--- src/rtl/game_session_controller.sv ---
// game_session_controller: session sequencer for the reaction-time game.
// Runs the IDLE/ARM/PLAY/OVER session FSM, the seconds countdown, score and level
// tracking, and derives the response window handed to the per-round reaction FSM.
// Optional feature: define GAME_PENALTY_EN so that a miss in play costs one point
// and restarts progress toward the next level.
module game_session_controller #(
    parameter int unsigned GAME_SECONDS   = 30,
    parameter int unsigned HITS_PER_LEVEL = 5,
    parameter int unsigned MAX_LEVEL      = 9,
    parameter int unsigned BASE_WINDOW_MS = 1000,
    parameter int unsigned WINDOW_STEP_MS = 100,
    parameter int unsigned MIN_WINDOW_MS  = 200,
    parameter int unsigned MAX_MS         = 2047
) (
    input  logic        clk,
    input  logic        reset,
    input  logic        ms_tick,
    input  logic        start_edge,
    input  logic        hit,
    input  logic        miss,
    output logic        game_reset,
    output logic        game_timer_enable,
    output logic [5:0]  game_timer_value,
    output logic [6:0]  user_score,
    output logic [3:0]  level,
    output logic [10:0] window_ms,
    output logic        game_over
);

    localparam int unsigned SEC_W     = 6;
    localparam int unsigned SCORE_W   = 7;
    localparam int unsigned LVL_W     = 4;
    localparam int unsigned WIN_W     = 11;
    localparam int unsigned MS_W      = 10;
    localparam int unsigned HIT_W     = (HITS_PER_LEVEL < 2) ? 1 : $clog2(HITS_PER_LEVEL + 1);
    localparam int unsigned SCORE_MAX = 99;
    localparam int unsigned MS_LAST   = 999;

    typedef enum logic [1:0] {IDLE, ARM, PLAY, OVER} state_t;

    state_t             state_q, state_d;
    logic [SEC_W-1:0]   sec_q, sec_d;
    logic [MS_W-1:0]    ms_q, ms_d;
    logic [SCORE_W-1:0] score_d;
    logic [LVL_W-1:0]   level_d;
    logic [HIT_W-1:0]   hit_cnt_q, hit_cnt_d;
    logic [WIN_W-1:0]   window_d;
    int                 win_raw;

    assign game_timer_value = sec_q;

`ifndef GAME_PENALTY_EN
    logic unused_miss;
    assign unused_miss = miss;
`endif

    // Session state register.
    always_ff @(posedge clk) begin
        if (reset) state_q <= IDLE;
        else       state_q <= state_d;
    end

    // Next-state, countdown, score and level update.
    always_comb begin
        state_d   = state_q;
        sec_d     = sec_q;
        ms_d      = ms_q;
        score_d   = user_score;
        level_d   = level;
        hit_cnt_d = hit_cnt_q;
        unique case (state_q)
            IDLE, OVER: begin
                if (start_edge) begin
                    state_d   = ARM;
                    sec_d     = SEC_W'(GAME_SECONDS);
                    ms_d      = '0;
                    score_d   = '0;
                    level_d   = LVL_W'(1);
                    hit_cnt_d = '0;
                end
            end
            ARM: state_d = PLAY;
            PLAY: begin
                if (ms_tick) begin
                    if (ms_q == MS_W'(MS_LAST)) begin
                        ms_d  = '0;
                        sec_d = sec_q - SEC_W'(1);
                        if (sec_q == SEC_W'(1)) state_d = OVER;
                    end else begin
                        ms_d = ms_q + MS_W'(1);
                    end
                end
                if (hit) begin
                    if (user_score != SCORE_W'(SCORE_MAX)) score_d = user_score + SCORE_W'(1);
                    if (hit_cnt_q == HIT_W'(HITS_PER_LEVEL - 1)) begin
                        hit_cnt_d = '0;
                        if (level != LVL_W'(MAX_LEVEL)) level_d = level + LVL_W'(1);
                    end else begin
                        hit_cnt_d = hit_cnt_q + HIT_W'(1);
                    end
                end
`ifdef GAME_PENALTY_EN
                else if (miss) begin
                    if (user_score != '0) score_d = user_score - SCORE_W'(1);
                    hit_cnt_d = '0;
                end
`endif
            end
            default: state_d = IDLE;
        endcase
    end

    // Window from the registered level, evaluated wide so the floor applies before truncation.
    always_comb begin
        win_raw = int'(BASE_WINDOW_MS) - (int'(level) - 1) * int'(WINDOW_STEP_MS);
        if (win_raw < int'(MIN_WINDOW_MS)) window_d = WIN_W'(MIN_WINDOW_MS);
        else                               window_d = WIN_W'(win_raw);
    end

    // Datapath registers and registered output decode.
    always_ff @(posedge clk) begin
        if (reset) begin
            sec_q             <= SEC_W'(GAME_SECONDS);
            ms_q              <= '0;
            user_score        <= '0;
            level             <= LVL_W'(1);
            hit_cnt_q         <= '0;
            window_ms         <= WIN_W'(BASE_WINDOW_MS);
            game_reset        <= 1'b0;
            game_timer_enable <= 1'b0;
            game_over         <= 1'b0;
        end else begin
            sec_q             <= sec_d;
            ms_q              <= ms_d;
            user_score        <= score_d;
            level             <= level_d;
            hit_cnt_q         <= hit_cnt_d;
            window_ms         <= window_d;
            game_reset        <= (state_d == ARM);
            game_timer_enable <= (state_d == PLAY);
            game_over         <= (state_d == OVER);
        end
    end

endmodule

--- config.mk ---
export PLATFORM = sky130hd
export DESIGN_NAME = game_session_controller
export DESIGN_NICKNAME = d
export VERILOG_FILES = /design/src/rtl/game_session_controller.sv
export SDC_FILE = /design/constraint.sdc
export NUM_CORES = 1
export LEC_CHECK = 0
export BUFFER_PORTS_ARGS = -buffer_cell sky130_fd_sc_hd__buf_2
export CAP_MARGIN = 25
export CORE_MARGIN = 1.5
export CORE_UTILIZATION = 50
export DETAILED_ROUTE_END_ITERATION = 8
export PLACE_DENSITY = 0.74
export RECOVER_POWER = 50
export SLEW_MARGIN = 20
export SYNTH_ARGS = -nofsm -noshare
export SYNTH_HDL_FRONTEND = slang
export SYNTH_SLANG_ARGS = --single-unit
--- constraint.sdc ---
create_clock -name clk -period 4.21 [get_ports clk]
set_input_delay 0 -clock clk [delete_from_list [all_inputs] [get_ports clk]]
set_output_delay 0 -clock clk [all_outputs]
set_load 0.01 [all_outputs]
==> flow_summary_export.csv <==
group,metric,value,unit
run_status,outcome,"completed",
min_path,min_path_cells,2,
drt,ant_nets,0,
clock_tree,htreeDepth,2,
grt,globalRouteMet2Util,31.6,%
worst_setup_path,reg2regPathDepth,16,
synth,synth_compound_area_share,12.7,%
drt,wirelength,5.67,mm
worst_setup_path,arrival,4290,ps
clock_tree,clk_pin_slew,90,ps
grt,overflow,0,
synth,synth_top_family_by_area,"simple AND/OR/NAND/NOR gates",
die,start_util,51.5,%
timing,finalCritPeriodShare,97.5,%
synth,synthAdderAreaFrac,13.9,%
grt,busiest_layer,"met2",
grt,grt_max_degree,16,
pwr,pwr_density_cell,403,nW/um^2
clock_tree,clkSinkCount,44,
worst_setup_path,end_kind,"register",
synth,ys_seq_area_share,33.9,%
cells_and_area,drive_gt1_share,15.5,%
min_path,min-delay-start,"reset",
clock_tree,cts_tree,"yes",
cells_and_area,fin_nets,373,
worst_setup_path,r2r-start,"level[0]$_SDFFE_PP1P_",
placement,port-buffer-count,33,
synth,synthMuxAreaShare,0.819,%
pwr,p_total,1.25,mW
worst_setup_path,timing.critical_path.mode_cell,"ha_4",
pwr,p_switching,0.470,mW
die,core,5040,sq um
drt,route.detailed.drc,0,
worst_setup_path,start_kind,"register",
die,row_count,26,
worst_setup_path,path_cells,"inv_6 > ha_4 > nor3b_4 > inv_2 > fa_1 > inv_1 > ha_4 > ha_4 > inv_1 > fa_1 > and4b_1 > o211ai_2 > or3b_1 > o22ai_2 > o31ai_4 > or3b_1",
synth,syn_inst,296,
worst_setup_path,ff2ff_setup_slack,110,ps
pwr,leakage,1.21,nW
synth,synth_warnings,0,
timing,drv_slew,0,
synth,synth_edf_count,0,
cells_and_area,final_util,61.6,%
synth,synth_area,2600,sq um
grt,grt_pass1_wl,8.81,mm
synth,ys_seq_elements,44,
synth,synth-xor-area-share,10.7,%
die,chipWidth,75.1,microns
clock_tree,cts-buffers-inserted,5,
drt,vias,2225,
min_path,worstHoldEndpoint,"state_q[1]$_SDFF_PP0_",
pwr,vdd_ir_drop_max,212,uV
grt,use_met3,4.28,%
grt,grt_use_met1,28.0,%
timing,fmax,244,MHz
drt,vias_per_cell,5.41,
timing,hold_viol,0,
grt,antenna_found_initial,0,
worst_setup_path,r2r-end,"window_ms[3]$_SDFF_PP1_",
grt,grt_pass1_vias,1936,
worst_setup_path,critPathKind,"reg -> reg",
timing,setup_viol,0,
cells_and_area,antenna_cells,0,
placement,dpl.hpwl,4.05,mm
synth,synth_simple_gate_area_share,22.7,%
synth,ys_types,51,
grt,grt_usage,20.2,%
cells_and_area,syn2layout_area_growth,19.7,%
die,ios,37,
pwr,seq_power_share,38.5,%
pwr,p_int,0.783,mW
synth,synth-async-reset-ratio,0,%
worst_setup_path,slowest_delay,500,ps
drt,drt_iter0_markers,114,
synth,avgSynthCellArea,8.77,sq um
worst_setup_path,critical-path-slowest-cell,"fa_1",
die,fp.dieH,75.1,microns
drt,wl_per_cell,13.8,microns
cells_and_area,final.fill_count,442,
pwr,p_sw_share,37.5,%
timing,fin_crit,4100,ps
timing,worst_pin_slew,765,ps
run,cap_violations,0,
pwr,p_clk_share,26.9,%
placement,place_congestion,0.906,
min_path,hp-class,"in -> reg",
timing,max-slew-margin-rel,48.3,%
worst_setup_path,required,4390,ps
timing,finClkSkew,7.72,ps
pwr,comb_power_share,34.6,%
drt,drt-pass1-iter-count,4,
die,fp.dieArea,5630,sq um
clock_tree,cts_buffer_depth,2,
clock_tree,cts_root_buf,"clkbuf_8",
worst_setup_path,path_max_fanout,7,
synth,synthFlopType,"dfxtp_1",
clock_tree,clock_latency,300,ps
sequential cells by signal, indices dropped and copies added (netlist names):
| signal | flops |
|---|---|
| game_over | 1 |
| game_reset | 1 |
| game_timer_enable | 1 |
| game_timer_value | 6 |
| hit_cnt_q | 3 |
| level | 4 |
| ms_q | 10 |
| state_q | 2 |
| user_score | 7 |
| window_ms | 9 |
worst max-delay path: cells and delay by family, from the launching register on:
kind / cells / cell delay, ps
buffers and inverters: 4 / 270
adder cells (fa/ha/maj): 5 / 1660
AO/OA/AOI/OAI: 3 / 420
AND/OR/NAND/NOR: 4 / 1240
flip-flops: 1 / 400
logic make-up after synthesis:
logic type | count (synthesis)
xor gates and xnor gates | 30
and+or+nand+nor | 114
muxes | 2
other | 1
adders and majority gates | 27
buffers and inverters | 31
DFF | 44
AOI/OAI and AO/OA | 47
worst max-delay path by stage:
stage,startpoint,endpoint,slack [ps],cells after the start
3_3_place_gp,level[1]$_SDFFE_PP0P_,window_ms[3]$_SDFF_PP1_,110,16
3_5_place_dp,level[1]$_SDFFE_PP0P_,window_ms[3]$_SDFF_PP1_,-30,16
4_1_cts,level[0]$_SDFFE_PP1P_,window_ms[3]$_SDFF_PP1_,3,16
2_1_floorplan,level[0]$_SDFFE_PP1P_,window_ms[3]$_SDFF_PP1_,-30,18
6_report,level[0]$_SDFFE_PP1P_,window_ms[3]$_SDFF_PP1_,110,16
5_1_grt,level[0]$_SDFFE_PP1P_,window_ms[3]$_SDFF_PP1_,-40,16
through the flow:
stage	instances	instance area, sq um	TNS, ps	hold WS [ps]	setup slack, ps
4_1_cts	408	3040	0	65.1	2.58
3_5_place_dp	397	2900	-25.7	321	-25.7
6_report	411	3110	0	64.1	107
3_3_place_gp	397	2900	0	310	109
2_1_floorplan	297	2660	-31.5	96.5	-27.6
5_1_grt	411	3110	-94.3	76.8	-37.3
power by group through the flow:
stage / sequential [mW] / combinational [mW] / clock (mW)
after CTS: 0.482 / 0.432 / 0.340
after global routing: 0.488 / 0.482 / 0.354
after global placement: 0.492 / 0.420 / 0
after detailed placement: 0.491 / 0.427 / 0
after floorplan: 0.501 / 0.314 / 0
final: 0.483 / 0.434 / 0.337
routing by layer:
layer,up-vias,wire (microns)
met5,-,0
met4,0,74
met3,10,167
met2,42,2670
met1,1065,2760
li1,1108,-
cells in the final DEF (no fill, tap or decap), drive strengths merged, types with 2 or more instances in the layout:
cell type,netlist,final
o21ai,11,11
or3b,4,4
xor2,17,17
nand4b,2,2
ha,24,24
and4,2,2
nor2,37,37
and3,4,4
fa,3,3
or3,6,6
nand4,12,12
nor3,9,9
o211ai,2,2
nand2,18,18
a21oi,18,18
a21o,3,3
nor4,2,2
inv,22,23
nor3b,2,2
buf,5,18
nand3,9,9
xnor2,13,13
o41ai,2,2
clkbuf,4,31
dfxtp,44,44
nand2b,3,3
conb,1,2
cell type report:
type                    count  area [sq um]  area share [%]
flip-flops and latches     44           887            28.6
inverters                  22          87.6            2.82
well taps                  70          87.6            2.82
clock buffers               5          68.8            2.22
multi-input cells         222          1700            54.9
clock inverters             3          46.3            1.49
repair buffers             45           225            7.25
Yosys cell counts, types with 4 or more instances:
library cell / n / area [sq um]
ha_1: 24 / 300
or3_1: 6 / 37.5
nand3_1: 9 / 45.0
or3b_1: 4 / 35.0
xnor2_1: 12 / 105
a21oi_1: 18 / 90.1
nor3_1: 9 / 45.0
inv_1: 22 / 82.6
o21ai_0: 9 / 45.0
and3_1: 4 / 25.0
nor2_1: 36 / 135
nand4_1: 12 / 75.1
xor2_1: 16 / 140
clkbuf_1: 4 / 15.0
dfxtp_1: 44 / 881
nand2_1: 18 / 67.6
repair_timing:
| item | in CTS | in global routing |
|---|---|---|
| resized for setup | 0 | 10 |
| setup endpoints to repair | 4 | 7 |
| pin swaps | 1 | 4 |
| buffers inserted | 2 | 3 |
| hold buffers | 1 | 0 |
| hold endpoints to repair | 1 | 0 |
No activity file was read; power rests on OpenSTA's default activity.
